--- src/rtl/serial_addsub_if.sv ---
// Operand/result bundle for the bit-serial adder/subtractor.
// The master pulses start with sub/a/b valid in an edge where busy is 0; the slave answers with done for one cycle.
interface serial_addsub_if #(
  parameter int WIDTH = 8
);
  logic             start;
  logic             sub;
  logic [WIDTH-1:0] a;
  logic [WIDTH-1:0] b;
  logic             busy;
  logic             done;
  logic [WIDTH-1:0] sum;
  logic             carry;
  logic             overflow;

  modport master (
    output start, sub, a, b,
    input  busy, done, sum, carry, overflow
  );

  modport slave (
    input  start, sub, a, b,
    output busy, done, sum, carry, overflow
  );
endinterface

--- src/rtl/serial_addsub.sv ---
// Bit-serial adder/subtractor: one full-adder cell plus a carry flop, LSB first,
// WIDTH cycles per operation with registered sum/carry/overflow and a done pulse.
module serial_addsub #(
  parameter int WIDTH = 8
) (
  input  logic               clk,
  input  logic               rst,
  serial_addsub_if.slave     bus,
  output logic [1:0]         dbg_state_o
);
  localparam int CW = $clog2(WIDTH) + 1;

  typedef enum logic [1:0] {
    S_IDLE = 2'd0,
    S_RUN  = 2'd1,
    S_DONE = 2'd2
  } state_e;

  state_e           state_q, state_d;
  logic [WIDTH-1:0] opa_q, opa_d;
  logic [WIDTH-1:0] opb_q, opb_d;
  logic [WIDTH-1:0] res_q, res_d;
  logic [WIDTH-1:0] res_shift;
  logic [WIDTH-1:0] sum_q, sum_d;
  logic             c_q, c_d;
  logic             carry_q, carry_d;
  logic             ovf_q, ovf_d;
  logic [CW-1:0]    cnt_q, cnt_d;
  logic             s_bit;
  logic             c_out;
  logic             last_bit;

  always_ff @(posedge clk or posedge rst) begin
    if (rst) begin
      state_q <= S_IDLE;
      opa_q   <= '0;
      opb_q   <= '0;
      res_q   <= '0;
      sum_q   <= '0;
      c_q     <= 1'b0;
      carry_q <= 1'b0;
      ovf_q   <= 1'b0;
      cnt_q   <= '0;
    end else begin
      state_q <= state_d;
      opa_q   <= opa_d;
      opb_q   <= opb_d;
      res_q   <= res_d;
      sum_q   <= sum_d;
      c_q     <= c_d;
      carry_q <= carry_d;
      ovf_q   <= ovf_d;
      cnt_q   <= cnt_d;
    end
  end

  always_comb begin
    state_d   = state_q;
    opa_d     = opa_q;
    opb_d     = opb_q;
    res_d     = res_q;
    sum_d     = sum_q;
    c_d       = c_q;
    carry_d   = carry_q;
    ovf_d     = ovf_q;
    cnt_d     = cnt_q;
    s_bit     = opa_q[0] ^ opb_q[0] ^ c_q;
    c_out     = (opa_q[0] & opb_q[0]) | (opa_q[0] & c_q) | (opb_q[0] & c_q);
    last_bit  = (cnt_q == CW'(WIDTH - 1));
    res_shift = res_q >> 1;
    res_shift[WIDTH-1] = s_bit;

    case (state_q)
      S_IDLE, S_DONE: begin
        if (bus.start) begin
          // Subtraction is a + ~b + 1: the +1 enters through the carry flop.
          opa_d   = bus.a;
          opb_d   = bus.sub ? ~bus.b : bus.b;
          c_d     = bus.sub;
          cnt_d   = '0;
          state_d = S_RUN;
        end else begin
          state_d = S_IDLE;
        end
      end
      S_RUN: begin
        c_d   = c_out;
        res_d = res_shift;
        opa_d = opa_q >> 1;
        opb_d = opb_q >> 1;
        cnt_d = cnt_q + CW'(1);
        if (last_bit) begin
          // c_q here is the carry into the MSB stage.
          sum_d   = res_shift;
          carry_d = c_out;
          ovf_d   = c_q ^ c_out;
          state_d = S_DONE;
        end
      end
      default: state_d = S_IDLE;
    endcase
  end

  assign bus.busy     = (state_q == S_RUN);
  assign bus.done     = (state_q == S_DONE);
  assign bus.sum      = sum_q;
  assign bus.carry    = carry_q;
  assign bus.overflow = ovf_q;
  assign dbg_state_o  = state_q;
endmodule
--- src/flat_wrapper.sv ---
// flat-port wrapper written by rule: the top's interface ports become plain ports
module serial_addsub_flat 
#(
  parameter int WIDTH = 8
)
  (clk, rst, dbg_state_o, bus_start, bus_sub, bus_a, bus_b, bus_busy, bus_done, bus_sum, bus_carry, bus_overflow);
  serial_addsub_if #(.WIDTH(WIDTH)) bus_i ();
  input  logic clk;
  input  logic rst;
  output logic [1:0] dbg_state_o;
  input wire logic [$bits(bus_i.start)-1:0] bus_start;
  input wire logic [$bits(bus_i.sub)-1:0] bus_sub;
  input wire logic [$bits(bus_i.a)-1:0] bus_a;
  input wire logic [$bits(bus_i.b)-1:0] bus_b;
  output wire logic [$bits(bus_i.busy)-1:0] bus_busy;
  output wire logic [$bits(bus_i.done)-1:0] bus_done;
  output wire logic [$bits(bus_i.sum)-1:0] bus_sum;
  output wire logic [$bits(bus_i.carry)-1:0] bus_carry;
  output wire logic [$bits(bus_i.overflow)-1:0] bus_overflow;
  assign bus_i.start = bus_start;
  assign bus_i.sub = bus_sub;
  assign bus_i.a = bus_a;
  assign bus_i.b = bus_b;
  assign bus_busy = bus_i.busy;
  assign bus_done = bus_i.done;
  assign bus_sum = bus_i.sum;
  assign bus_carry = bus_i.carry;
  assign bus_overflow = bus_i.overflow;
  serial_addsub #(.WIDTH(WIDTH)) u_core (.clk(clk), .rst(rst), .bus(bus_i), .dbg_state_o(dbg_state_o));
endmodule
--- config.mk ---
export PLATFORM = sky130hd
export DESIGN_NAME = serial_addsub_flat
export DESIGN_NICKNAME = d
export VERILOG_FILES = /design/src/rtl/serial_addsub_if.sv /design/src/rtl/serial_addsub.sv /design/src/flat_wrapper.sv
export SDC_FILE = /design/constraint.sdc
export NUM_CORES = 1
export LEC_CHECK = 0
export ABC_AREA = 1
export CAP_MARGIN = 20
export CORE_ASPECT_RATIO = 0.6
export CORE_UTILIZATION = 45
export CTS_CLUSTER_DIAMETER = 100
export DETAILED_ROUTE_END_ITERATION = 8
export PLACE_DENSITY = 0.71
export SLEW_MARGIN = 10
export SYNTH_ARGS = -nofsm -noshare
export SYNTH_HDL_FRONTEND = slang
export SYNTH_SLANG_ARGS = --single-unit
--- constraint.sdc ---
create_clock -name clk -period 1.5 [get_ports clk]
set_clock_uncertainty 0.1 [all_clocks]
set_input_delay 0.3 -clock clk [delete_from_list [all_inputs] [get_ports clk]]
set_output_delay 0.3 -clock clk [all_outputs]
set_load 0.01 [all_outputs]
# --- Word-level counts from Yosys, hierarchy flattened ---
# Cells that the tools add are included.
totals:
  ff_bits: 41
  wordCells: 41
op_classes:
  add_sub_neg: 1
  eq_ne: 5
  n_mux: 12
  bitwise: 9
  n_reduce_logical: 5
op_table:
  columns: ["op", "n"]
  rows:
  - ["8-bit one-hot mux with 2 select lines", 2]
  - ["8-bit two-way mux", 3]
  - ["8-bit NOT", 1]
  - ["4-bit one-hot mux with 2 select lines", 1]
  - ["4-bit by 1-bit adder with 4-bit output (second input constant)", 1]
  - ["4-bit by 3-bit equality test with 1-bit output (second input constant)", 1]
  - ["4-bit two-way mux", 1]
  - ["2-bit one-hot mux with 2 select lines", 1]
  - ["2-bit AND reduction", 2]
  - ["1-bit bitwise AND", 3]
  - ["1-bit XOR", 3]
  - ["2-bit by 1-bit equality test with 1-bit output (second input constant)", 1]
  - ["2-bit equality test (second input constant)", 1]
  - ["2-bit logical NOT", 1]
  - ["1-bit two-way mux", 2]
  - ["2-bit two-way mux", 1]
  - ["2-bit by 1-bit inequality test with 1-bit output (second input constant)", 1]
  - ["2-bit inequality test (second input constant)", 1]
  - ["1-bit bitwise OR", 2]
  - ["1-bit one-hot mux with 2 select lines", 1]
  - ["2-bit nonzero test", 1]
  - ["2-bit OR reduction", 1]

# --- Logic depth before layout (Yosys ltp) ---
depth:
  word_depth: 4
  depth_mapped: 7

# --- Worst setup path after synthesis ---
# No wires, ideal clock.
synth_timing:
  path_kind: "register -> register"
  startpoint: "reg u_core.c_q"
  endpoint: "reg u_core.ovf_q (netlist: u_core.bus.overflow)"
  setup_time_ps: 116
  arrival_ps: 1108
  required_time_ps: 1284
  slack_ps: 175
  stages_incl_launch_ff: 5
  n_path_buf: 0
  path_cell_list: "dfrtp_1 -> fa_1 -> xor2_1 -> nand2_1 -> nand2_1"
synth_between:
  elab_chain_cells: 4
synth_lines:
  columns: ["element", "line", "text"]
  rows:
  - ["start: declaration", "serial_addsub.sv:25", "logic c_q, c_d;"]
  - ["start signal: assignment", "serial_addsub.sv:40", "c_q <= 1'b0;"]
  - ["start signal: assignment", "serial_addsub.sv:50", "c_q <= c_d;"]
  - ["1-bit bitwise AND", "serial_addsub.sv:68", "c_out = (opa_q[0] & opb_q[0]) | (opa_q[0] & c_q) | (opb_q[0] & c_q);"]
  - ["1-bit bitwise OR", "serial_addsub.sv:68", null]
  - ["1-bit bitwise OR (*)", "serial_addsub.sv:68", null]
  - ["via u_core.c_out", "serial_addsub.sv:30", "logic c_out;"]
  - ["1-bit XOR (*)", "serial_addsub.sv:96", "ovf_d = c_q ^ c_out;"]
  - ["end signal: assignment", "serial_addsub.sv:52", "ovf_q <= ovf_d;"]
  - ["end: declaration", "serial_addsub.sv:27", "logic ovf_q, ovf_d;"]
# Mark *: on every way through the listed nets, which the timed path passes. The rest lies on a longest branch.
# A chain may end at the register's enable or synchronous reset.

# --- Final worst setup path ---
layout_timing:
  startpoint: "reg u_core.state_q[0] (netlist: u_core.dbg_state_o[0])"
  endpoint: "out bus_busy"
layout_between:
  elab_chain_cells: 1
layout_lines:
  columns: ["element", "line", "text"]
  rows:
  - ["start: declaration", "serial_addsub.sv:19", "state_e state_q, state_d;"]
  - ["start signal: assignment", "serial_addsub.sv:45", "state_q <= state_d;"]
  - ["2-bit by 1-bit equality test with 1-bit output", "serial_addsub.sv:104", "assign bus.busy = (state_q == S_RUN);"]
  - ["end: declaration", "flat_wrapper.sv:15", "output wire logic [$bits(bus_i.busy)-1:0] bus_busy;"]
# No other way between the ends.

==> results_dict.tcl <==
set metrics [dict create \
    status "finished with violations" \
    violations_in_the_final_reports "design-rule violations" \
    nFillCells 347 \
    timing.max_cap.violations 0 \
    initial_utilization_pct 48.8 \
    power.ir.vdd_worst_v 0.000767 \
    initialDrtViolationCount 97 \
    powerDensity_mw_per_mm2 1980 \
    viasPerCell 4.76 \
    drive_gt1_share_pct 12.0 \
    floorplan.die.height_um 51.8 \
    dp.cells 320 \
    worst_setup_path_type "flip-flop to output port" \
    layout.nets 305 \
    cpMaxStageDelayCell "sky130_fd_sc_hd__dfrtp_1" \
    num_antenna_cells 0 \
    critPathCapture "bus_busy" \
    synth-warning-count 0 \
    max_slew_margin_pct 82.0 \
    synth_area_leader_cell "sky130_fd_sc_hd__dfrtp_1" \
    final_util_pct 63.1 \
    detailedPlacementHpwl_um 2550 \
    grt_max_degree 41 \
    ys.flop_type "sky130_fd_sc_hd__dfrtp_1" \
    cts.clk_slew.worst_paths_ps 80 \
    core_region_area_mm2 0.00381 \
    synthMostInstantiatedCell "sky130_fd_sc_hd__nand2_1" \
    reg_to_reg_critical_path_endpoint "u_core.bus.overflow$_DFFE_PP0P_" \
    finalWorstPathRequiredPeriod_ps 1440 \
    postRouteWirelength_um 3910 \
    core.rowCount 17 \
    floorplan.die.width_um 84.9 \
    worst_hold_path_class "input pin to asynchronous set/reset pin" \
    synth.ff_latch_count 40 \
    groute.usage.overall_pct 20.2 \
    synth_common_cells "sky130_fd_sc_hd__nand2_1, sky130_fd_sc_hd__dfrtp_1, sky130_fd_sc_hd__nand3_1, sky130_fd_sc_hd__nor2_1, sky130_fd_sc_hd__inv_1" \
    max_slew.worst_pin.slew_ps 270 \
    timing_max_transition_violations_final 0 \
    wire_length_of_the_first_global_routing_pass_um 6810 \
    timing.final.hold_violations 0 \
    finalSetupViolCount 0 \
    drt_drc_violations_left 4 \
    critical_path_peak_fanout 2 \
    setup_slack_of_the_most_critical_reg_to_reg_path_ps 70 \
    finalPower_uw 4750 \
    multiInputGateArea_um2 768 \
    cts.htree.levels 2 \
    synth_area_mm2 0.00186 \
    worst_r2r_path_depth 4 \
    timing.critical_path.max_delay_family "flip-flops" \
    timing.critical_path.from "u_core.dbg_state_o[0]$_DFFE_PP0P_" \
    synthDominantCellAreaShare_pct 53.9 \
    netlist_top_cells_area "sky130_fd_sc_hd__dfrtp_1, sky130_fd_sc_hd__nand2_1, sky130_fd_sc_hd__nand3_1, sky130_fd_sc_hd__nor2_1, sky130_fd_sc_hd__inv_1" \
    max_clock_freq_mhz 695 \
    leakage_uw 0.00130 \
    syn_avg_cell_area_um2 7.77 \
    cts_tree "built" \
    finalWeightedCongestion 0.810 \
    ctsHoldBuffers 0 \
    first_global_vias 1536 \
    post-route-period-util_pct 95.9 \
    synthToLayoutAreaGrowth_pct 29.4 \
    vias 1575 \
    clkSinkCount 40 \
    synth.net_count 261 \
    first_pass_iters 8 \
    cp-end-kind "output port" \
    numPortBuffers 33 \
    worst-path-buf-inv 3 \
    r2r_start "u_core.c_q$_DFFE_PP0P_" \
    cp_slowest_stage_delay_ps 380 \
    finish.cell_count_without_fillers 331 \
    clkLatencyLatePin_ps 290 \
    crit_path_start_kind "flip-flop" \
    number_of_flops_mapped_to_enable_cells_by_yosys 0 \
    asr_flop_ratio_synth_pct 100 \
    cp.required_ps 1100 \
    yosys.cell_types.count 19 \
    numCtsBuffers 5 \
    crit_chain "buf_4 > inv_4 > nor2_4 > buf_2" \
    global_route.overflow_total 0 \
    root_buffer "sky130_fd_sc_hd__clkbuf_8" \
    yosysSeqAreaShare_pct 53.9 \
    arrival_ps 1040 \
    die_outline_area_mm2 0.00440 \
    top_level_ports 34 \
    antenna_violating_nets_post_route 0 \
    syn_inst 239 \
    antenna_found_initial 0 \
    worst-path-stages 4 \
    wl_per_cell_um 11.8 \
    seqCellArea_mm2 0.00100 \
    cts-root-to-sink-buffers 2 \
]
registers in the layout, indices dropped and copies added (netlist names):
register             flops
u_core.cnt_q             4
u_core.bus.carry         1
u_core.bus.sum           8
u_core.opb_q             8
u_core.opa_q             8
u_core.dbg_state_o       2
u_core.c_q               1
u_core.bus.overflow      1
u_core.res_q             7
cell type report:
type | count | area share [%]
Inverter | 14 | 2.29
Tap cell | 47 | 2.45
Timing Repair Buffer | 45 | 17.2
Clock buffer | 6 | 3.02
Multi-Input combinational cell | 177 | 32.0
Sequential cell | 40 | 41.6
Clock inverter | 2 | 1.46
cells by family after synthesis:
family	Yosys count	share of synthesized area [%]
adders and majority gates	2	1.75
and+or+nand+nor	171	37.5
AOI/OAI and AO/OA	2	0.539
DFF	40	53.9
buffers and inverters	23	5.86
xor gates and xnor gates	1	0.472
stage by stage:
step	hold WS (ps)	TNS, ps	setup WS [ps]	area [um2]
final	257	0	61.6	2400
after CTS	272	0	8.04	2370
after global placement	358	-426	-52.1	2280
after global routing	313	-17.6	-12.5	2400
after floorplan	317	0	175	1860
after detailed placement	361	-1100	-108	2280
where the power goes:
part | internal [uW] | switching [uW] | total [uW] | leakage, uW
Clock | 494 | 367 | 861 | 0.0000552
Sequential | 1570 | 312 | 1880 | 0.000502
Combinational | 839 | 1170 | 2010 | 0.000741
cells in the final DEF (no fill, tap or decap):
master	Yosys	layout
sky130_fd_sc_hd__inv_2	2	1
sky130_fd_sc_hd__fa_1	1	1
sky130_fd_sc_hd__o21ai_0	1	1
sky130_fd_sc_hd__nor2_1	15	13
sky130_fd_sc_hd__buf_6	1	1
sky130_fd_sc_hd__buf_4	2	10
sky130_fd_sc_hd__dlygate4sd2_1	0	11
sky130_fd_sc_hd__dfrtp_1	40	40
sky130_fd_sc_hd__nand2_1	126	126
sky130_fd_sc_hd__clkbuf_8	0	5
sky130_fd_sc_hd__clkdlybuf4s50_1	0	19
sky130_fd_sc_hd__xor2_1	1	1
sky130_fd_sc_hd__a21oi_1	1	1
sky130_fd_sc_hd__ha_1	1	1
sky130_fd_sc_hd__inv_1	12	12
sky130_fd_sc_hd__inv_4	0	1
sky130_fd_sc_hd__nand4_1	1	1
sky130_fd_sc_hd__nand2_2	3	4
sky130_fd_sc_hd__buf_12	0	1
sky130_fd_sc_hd__clkdlybuf4s15_1	0	1
sky130_fd_sc_hd__bufinv_16	0	1
sky130_fd_sc_hd__clkbuf_1	0	1
sky130_fd_sc_hd__nand3_1	21	21
sky130_fd_sc_hd__or2_2	4	4
sky130_fd_sc_hd__nor2_4	1	3
sky130_fd_sc_hd__clkinv_2	0	1
sky130_fd_sc_hd__buf_2	5	2
worst register-to-register path, delay by kind of cell (launching register included):
family,cells,cell delay [ps]
DFF,1,430
adders and majority gates,1,500
xor gates and xnor gates,1,170
and+or+nand+nor,2,130
metal layers:
metal	routed length (um)	track usage (%)	share of wire (%)
met1	1970	27.0	50
met2	1690	33.2	43
met3	202	4.92	5.2
met4	42	5.93	1.1
met5	0	0	0
worst min-delay path by stage:
stage	from	to	slack (ps)	cells after the start
floorplan	bus_a[7]	u_core.opa_q[7]$_DFFE_PP0P_	320	2
global placement	u_core.opa_q[7]$_DFFE_PP0P_	u_core.opa_q[7]$_DFFE_PP0P_	360	2
detailed placement	u_core.opa_q[7]$_DFFE_PP0P_	u_core.opa_q[7]$_DFFE_PP0P_	360	2
CTS	rst	u_core.bus.sum[6]$_DFFE_PP0P_	270	3
global route	rst	u_core.bus.overflow$_DFFE_PP0P_	310	3
finish	rst	u_core.bus.sum[6]$_DFFE_PP0P_	260	3
timing repair:
item	4_1_cts	5_1_grt
gates resized for setup	22	6
cloned	0	1
setup endpoints to repair	25	11
buffers inserted	1	1
Note: power is estimated with default switching activity, not from simulation.
